<file path="src/rtl/loanio_uart_tx.sv">
// rtl/loanio_uart_tx.sv - UART 8N1 transmitter with byte FIFO driving one HPS loan-IO pin
module loanio_uart_tx #(
  parameter int CLK_HZ     = 50000000,
  parameter int BAUD       = 115200,
  parameter int LOANIO_BIT = 49,
  parameter int FIFO_DEPTH = 16
) (
  input  logic        clk,
  input  logic        reset,
  input  logic [7:0]  tx_data,
  input  logic        tx_valid,
  output logic        tx_ready,
  output logic        busy,
  output logic [66:0] loan_io_out,
  output logic [66:0] loan_io_oe
);

  // Bit period in clock cycles, rounded to nearest.
  localparam int DIV = (CLK_HZ + BAUD / 2) / BAUD;
  localparam int CW  = (DIV > 1) ? $clog2(DIV) : 1;
  localparam int AW  = (FIFO_DEPTH > 1) ? $clog2(FIFO_DEPTH) : 1;
  localparam logic [CW-1:0] CNT_LAST   = CW'(DIV - 1);
  localparam logic [AW:0]   FULL_COUNT = (AW + 1)'(FIFO_DEPTH);

  generate
    if (DIV < 2) begin : g_bad_div
      $error("loanio_uart_tx: baud divisor must be at least 2");
    end
    if (FIFO_DEPTH < 2 || (FIFO_DEPTH & (FIFO_DEPTH - 1)) != 0) begin : g_bad_depth
      $error("loanio_uart_tx: FIFO_DEPTH must be a power of 2 and at least 2");
    end
    if (LOANIO_BIT < 0 || LOANIO_BIT > 66) begin : g_bad_pin
      $error("loanio_uart_tx: LOANIO_BIT must be in 0..66");
    end
  endgenerate

  typedef enum logic [1:0] {IDLE, START, DATA, STOP} state_t;

  logic [7:0]    mem [FIFO_DEPTH];
  logic [AW-1:0] wr_ptr;
  logic [AW-1:0] rd_ptr;
  logic [AW:0]   count;
  logic          empty;
  logic          full;
  logic          push;
  logic          pop;

  state_t        state;
  logic [CW-1:0] cnt;
  logic [2:0]    bit_idx;
  logic [7:0]    shift;
  logic          line;
  logic          bit_end;

  assign empty    = (count == '0);
  assign full     = (count == FULL_COUNT);
  assign tx_ready = !full;
  assign push     = tx_valid && tx_ready;
  assign bit_end  = (cnt == CNT_LAST);
  // The head is taken either from an idle machine or at the very end of a stop
  // bit, the latter letting frames run back-to-back without an idle cycle.
  assign pop      = !empty && ((state == IDLE) || (state == STOP && bit_end));
  assign busy     = (state != IDLE) || !empty;

  // Byte storage, written on every accepted push
  always_ff @(posedge clk) begin
    if (push) mem[wr_ptr] <= tx_data;
  end

  // FIFO pointers and occupancy; simultaneous push and pop leave count unchanged
  always_ff @(posedge clk) begin
    if (reset) begin
      wr_ptr <= '0;
      rd_ptr <= '0;
      count  <= '0;
    end else begin
      if (push) wr_ptr <= wr_ptr + 1'b1;
      if (pop)  rd_ptr <= rd_ptr + 1'b1;
      case ({push, pop})
        2'b10:   count <= count + 1'b1;
        2'b01:   count <= count - 1'b1;
        default: count <= count;
      endcase
    end
  end

  // Frame state machine; the line register follows the state one cycle later
  always_ff @(posedge clk) begin
    if (reset) begin
      state   <= IDLE;
      cnt     <= '0;
      bit_idx <= '0;
      shift   <= '0;
      line    <= 1'b1;
    end else begin
      case (state)
        START:   line <= 1'b0;
        DATA:    line <= shift[0];
        default: line <= 1'b1;
      endcase
      case (state)
        IDLE: begin
          if (pop) begin
            shift <= mem[rd_ptr];
            cnt   <= '0;
            state <= START;
          end
        end
        START: begin
          if (bit_end) begin
            cnt     <= '0;
            bit_idx <= '0;
            state   <= DATA;
          end else begin
            cnt <= cnt + 1'b1;
          end
        end
        DATA: begin
          if (bit_end) begin
            cnt     <= '0;
            shift   <= {1'b0, shift[7:1]};
            bit_idx <= bit_idx + 1'b1;
            if (bit_idx == 3'd7) state <= STOP;
          end else begin
            cnt <= cnt + 1'b1;
          end
        end
        STOP: begin
          if (bit_end) begin
            cnt <= '0;
            if (pop) begin
              shift <= mem[rd_ptr];
              state <= START;
            end else begin
              state <= IDLE;
            end
          end else begin
            cnt <= cnt + 1'b1;
          end
        end
        default: state <= IDLE;
      endcase
    end
  end

  // Only the loaned pin carries the line; every other bit stays low
  always_comb begin
    loan_io_out             = '0;
    loan_io_out[LOANIO_BIT] = line;
  end

  // The loaned pin is permanently an output
  always_comb begin
    loan_io_oe             = '0;
    loan_io_oe[LOANIO_BIT] = 1'b1;
  end

endmodule
</file>
<file path="config.mk">
export PLATFORM = sky130hd
export DESIGN_NAME = loanio_uart_tx
export DESIGN_NICKNAME = d
export VERILOG_FILES = /design/src/rtl/loanio_uart_tx.sv
export SDC_FILE = /design/constraint.sdc
export NUM_CORES = 1
export LEC_CHECK = 0
export CORE_UTILIZATION = 57
export CTS_CLUSTER_DIAMETER = 80
export DETAILED_ROUTE_END_ITERATION = 16
export MAX_ROUTING_LAYER = met4
export PLACE_DENSITY = 0.86
export SLEW_MARGIN = 15
export SYNTH_ARGS = -nofsm -noshare
export SYNTH_HDL_FRONTEND = slang
export SYNTH_SLANG_ARGS = --single-unit
</file>
<file path="constraint.sdc">
create_clock -name clk -period 5.74 [get_ports clk]
set_clock_uncertainty 0.2 [all_clocks]
set_input_delay 1.148 -clock clk [delete_from_list [all_inputs] [get_ports clk]]
set_output_delay 1.148 -clock clk [all_outputs]
set_load 0.01 [all_outputs]
</file>
* Word-level counts from Yosys, hierarchy flattened
Memories as Yosys holds them, arrays and structs flattened. A register that Yosys moved wholly into a read port is not among the register bits.
Index checks and enable logic that the tools add are counted.
** Word-level totals
- Flip-flop bits (word level) :: 36
- RAM bits :: 128
- Input port bits :: 11
- Output and inout port bits :: 136
- Logic and storage cells :: 68
- Memories :: 1
** Cells by class
- Add/subtract/negate cells :: 6
- Equality and inequality tests :: 13
- Multiplexer cells :: 23
- Reduce and logical (&&, ||, !) cells :: 17
** Memories
- mem :: depth 16, bits a word 8, read ports 1, clocked after Yosys merged registers in 1, wr ports 1, line 39 : logic [7:0] mem [FIFO_DEPTH];
** Operators by type and width (count)
- two-way mux 8 bit :: 3
- one-hot mux 8 bit (3 select lines) :: 1
- two-way mux 9 bit :: 2
- one-hot mux 9 bit (2 select lines) :: 1
- two-way mux 2 bit :: 5
- != test 2 bit (second input constant) :: 5
- one-hot mux 5 bit (2 select lines) :: 1
- adder 9 x 1 -> 9 bit (second input constant) :: 1
- equality test 9 bit (second input constant) :: 1
- adder 4 x 1 -> 4 bit (second input constant) :: 2
- two-way mux 4 bit :: 2
- one-hot mux 2 bit (4 select lines) :: 1
- equality test 2 bit (second input constant) :: 3
- two-way mux 3 bit :: 2
- one-hot mux 3 bit (2 select lines) :: 1
- AND reduction 3 bit :: 2
- nonzero test 2 bit :: 3
- adder 5 x 1 -> 5 bit (second input constant) :: 1
- equality test 5 bit (second input constant) :: 1
- logical NOT 5 bit :: 1
- AND reduction 5 bit :: 1
- subtractor 5 x 1 -> 5 bit (second input constant) :: 1
- equality test 2 x 1 -> 1 bit (second input constant) :: 2
- adder 3 x 1 -> 3 bit (second input constant) :: 1
- other kinds (9) :: 15

* Logic depth before layout (Yosys ltp)
- Depth in word-level cells :: 7
- Mapped depth :: 15
- Gate-level depth less buffers :: 13

* Least setup slack after synthesis
OpenSTA, ideal clock, no wires.
- Kind :: input port to flip-flop
- Start point :: input port tx_valid
- End point :: register count[2]
- Setup time :: 0.121 ns
- Arrival :: 2.984 ns
- Data required time :: 5.419 ns
- Slack :: 2.435 ns
- Stages :: 11
- Path buffers :: 1
- Path through :: inv_1 > a21oi_2 > inv_1 > ha_1 > clkbuf_1 > xor2_1 > ha_1 > a31oi_1 > o31ai_1 > mux2i_1 > mux2_2
** On the way
- Cells in the longest elaborated chain, start to end :: 3
- Elaborated cells between the ends (all ways) :: 5
- Classes of those cells :: eq/ne (2); mux (1); reduce/logical (2)
** RTL lines
- from (decl) :: line 11 : input logic tx_valid,
- logical AND 1 bit * :: line 58 : assign push = tx_valid && tx_ready;
- equality test 2 x 1 -> 1 bit or equality test 2 bit (tied branches) :: line 79 : case ({push, pop})
- one-hot mux 5 bit (2 select lines) or nonzero test 2 bit (tied branches)
- to (signal assigned) :: line 80 : 2'b10: count <= count + 1'b1;
- to (signal assigned) :: line 81 : 2'b01: count <= count - 1'b1;
- to (signal assigned) :: line 82 : default: count <= count;
- to (decl) :: line 42 : logic [AW:0] count;
Every way passes the cells marked *; elsewhere a longest branch is shown, timed or not.
A chain may end at the register's enable or synchronous reset.

* Worst setup path in the final report
Ends and elaborated chain as after synthesis.

==> run_results.csv <==
group,metric,value,unit
run_status,status,"complete, no violations",
synth,netlist_area,8080,um2
floorplanning,rows,43,
cts,clk_pin_slew_worst_paths,0.07,ns
timing,final-setup-viol-count,0,
drt,vias,4260,
drt,drc,0,
critical_path,slowest_delay,0.56,ns
timing,grt_setup_unrepaired,"no",
pwr,p_int,2.41,mW
pwr,p_sw_frac,0.320,
synth,synth_edf_count,128,
pwr,p_seq_frac,0.429,
finish,drive_gt1_frac,0.135,
critical_path,cp_slowest_cell,"clkdlybuf4s50_1",
synth,yosys.cell_types.count,50,
cts,clk_path_buf_depth,2,
min_path,hold_path.class,"reg2reg",
min_path,holdPathStages,2,
cts,post_cts_buffers,0,
timing,worst_slew_pin_slew,1.23,ns
synth,synth_commonest_cells,"buf_4, edfxtp_1, nor2_1",
synth,yosysMostFrequentCell,"buf_4",
global_route,grt_pass1_wl,21800,um
timing,fmax,265,MHz
pwr,p_leak,3.07,nW
place,gp_congestion,0.856,
cts,insertion_delay,0.43,ns
finish,stdcell_area,8440,um2
timing,worst_slack,1.97,ns
floorplanning,fp.dieH,121,um
floorplanning,io_pins,147,
synth,synthFlopType,"edfxtp_1",
drt,wl_per_cell,18.0,um
critical_path,cp.required,5.86,ns
finish,syn_to_final_growth,4.51,%
synth,post_synth.cell_area_avg,13.5,um2
synth,seq_area_frac_synth,0.575,
global_route,antenna_found_initial,0,
cts,cts_hold_buf,0,
cts,cts_resized,0,
critical_path,crit_chain,"clkdlybuf4s50_1, inv_1, a21oi_2, inv_1, ha_1, xor2_1, ha_1, a31oi_1, o31ai_1, mux2i_1, mux2_2",
drt,drtIter0Drc,412,
critical_path,worstPathMaxFanout,9,
global_route,grt-ovfl-total,0,
critical_path,critical_path_depth,11,
timing,min_period,3.77,ns
synth,yosys_warnings,0,
global_route,track_usage,0.213,
critical_path,path_delay_family,"buffers and inverters",
critical_path,critPathKind,"in2reg",
critical_path,crit_arrival,3.89,ns
global_route,grt_pass1_vias,3956,
synth,synth_seq_cells,168,
timing,hold_violations,0,
timing,fin_crit_sh,0.657,
cts,cts_tree,"built",
timing,slew_headroom,0.177,
global_route,grt_max_degree,39,
cts,cts_sinks,168,
drt,routed_wirelength,14300,um
job,cap_violations,0,
cts,cts_buffers,17,
pwr,ir_drop,0.315,mV
floorplanning,floorplan.initialDensity,0.584,
synth,synth_top_area_share,0.476,
synth,synth.top_cells.by_area,"edfxtp_1, buf_4, dfxtp_1",
critical_path,ff2ff_path_depth,11,
floorplanning,dieArea,14700,um2
place,place.port_buffers,13,
drt,ant_nets,0,
pwr,comb_power_share,0.244,
synth,synthArstFlopShare,0,
critical_path,path_buf_inv,3,
drt,via_per_inst,5.36,
floorplanning,die_w,121,um
synth,synth.largest_area_cell,"edfxtp_1",
timing,fin_tns_setup,0,ns
place,hpwlAfterDp,9090,um
floorplanning,core_area,13800,um2
pwr,p_per_area,419,nW/um2
place,dp_slack,1.59,ns
timing,maxSlewViolCount,0,
pwr,switchingPower,1.13,mW
cts,cts_max_level,4,
place,placed_area,7830,um2
critical_path,end_kind,"flip-flop",
finish,nets,629,
finish,fillCellCount,1013,
pwr,clkPwrFrac,0.327,
synth,syn_inst,597,
finish,multi_input_area,2780,um2
finish,diodes,0,
finish,regArea,4650,um2
cts,cts-root-buf,"clkbuf_16",
critical_path,start_kind,"input port",
drt,dr.pass1.iters,7,
-- layout make-up --
type / instances / share of cell area
Inverter: 11 / 0.00489
Sequential cell: 168 / 0.551
Clock inverter: 15 / 0.0212
Clock buffer: 17 / 0.0504
Tap cell: 180 / 0.0267
Timing Repair Buffer: 15 / 0.0172
Multi-Input combinational cell: 389 / 0.329
-- per-layer routing --
metal,up-vias,part of all wire,global-route usage
li1,1909,-,-
met1,2128,0.40,0.267
met2,196,0.52,0.339
met3,27,0.060,0.0395
met4,0,0.024,0.0957
met5,-,0,-
-- state kept, by name, indices dropped and copies added, names as in the netlist, named ones only --
| register | count |
|---|---|
| bit_idx | 3 |
| cnt | 9 |
| count | 5 |
| line | 1 |
| mem | 128 |
| rd_ptr | 4 |
| shift | 8 |
| state | 2 |
| wr_ptr | 4 |
-- kinds of logic (layout without fill, tap and decap cells) --
family                     after synthesis  in the layout  synth area share
DFF                                    168            168             0.575
adders and majority gates               16             16            0.0248
AOI/OAI and AO/OA                       54             54            0.0488
buffers and inverters                  171             58             0.143
other                                    2            133          0.000930
muxes                                   49             49             0.111
xor gates and xnor gates                16             16            0.0173
and+or+nand+nor                        121            121            0.0787
-- cells in the final DEF (no fill, tap or decap), types with 4 or more instances in the layout --
cell type	n
a21oi_1	8
a22oi_1	21
and3_1	4
clkbuf_16	17
clkdlybuf4s50_1	13
conb_1	133
dfxtp_1	39
edfxtp_1	128
ha_1	16
inv_1	11
inv_6	5
mux2i_1	13
mux4_2	32
nand2_1	19
nand2b_1	12
nand3_1	6
nor2_1	45
nor2b_1	8
nor3_1	7
o21ai_0	8
xnor2_1	8
xor2_1	8
-- metrics by stage --
stage	power, mW	util	std cells	hold slack [ns]
floorplan	2.27	-	728	0.249
global placement	2.35	0.566	763	0.261
detailed placement	2.39	0.566	763	0.274
CTS	3.55	0.610	795	0.283
global route	3.70	0.611	795	0.307
finish	3.54	0.611	795	0.284
-- worst paths after layout --
path / end / slack [ns] / startpoint
max reg2reg: count[2]$_SDFFE_PP0P_ / 2.23 / cnt[0]$_SDFFE_PP0P_
min reg2reg: shift[2]$_SDFFE_PP0P_ / 0.28 / shift[2]$_SDFFE_PP0P_
min: shift[2]$_SDFFE_PP0P_ / 0.28 / shift[2]$_SDFFE_PP0P_
max: count[2]$_SDFFE_PP0P_ / 1.97 / tx_valid
-- power by group through the flow --
stage	Combinational [mW]	Sequential, mW	Clock, mW
3_3_place_gp	0.819	1.53	0
3_5_place_dp	0.854	1.54	0
5_1_grt	0.952	1.53	1.21
4_1_cts	0.862	1.52	1.17
6_report	0.863	1.52	1.16
2_1_floorplan	0.817	1.46	0
-- worst reg2reg max path: stages (launching register included) --
cell and delay [ns]:
dfxtp_1 0.40, ha_1 0.23, nand4bb_4 0.13, nor3_1 0.55
o21a_1 0.36, ha_1 0.39, xor2_1 0.19, ha_1 0.20
a31oi_1 0.06, o31ai_1 0.12, mux2i_1 0.24, mux2_2 0.34
Note: power is estimated with default switching activity, not from simulation.
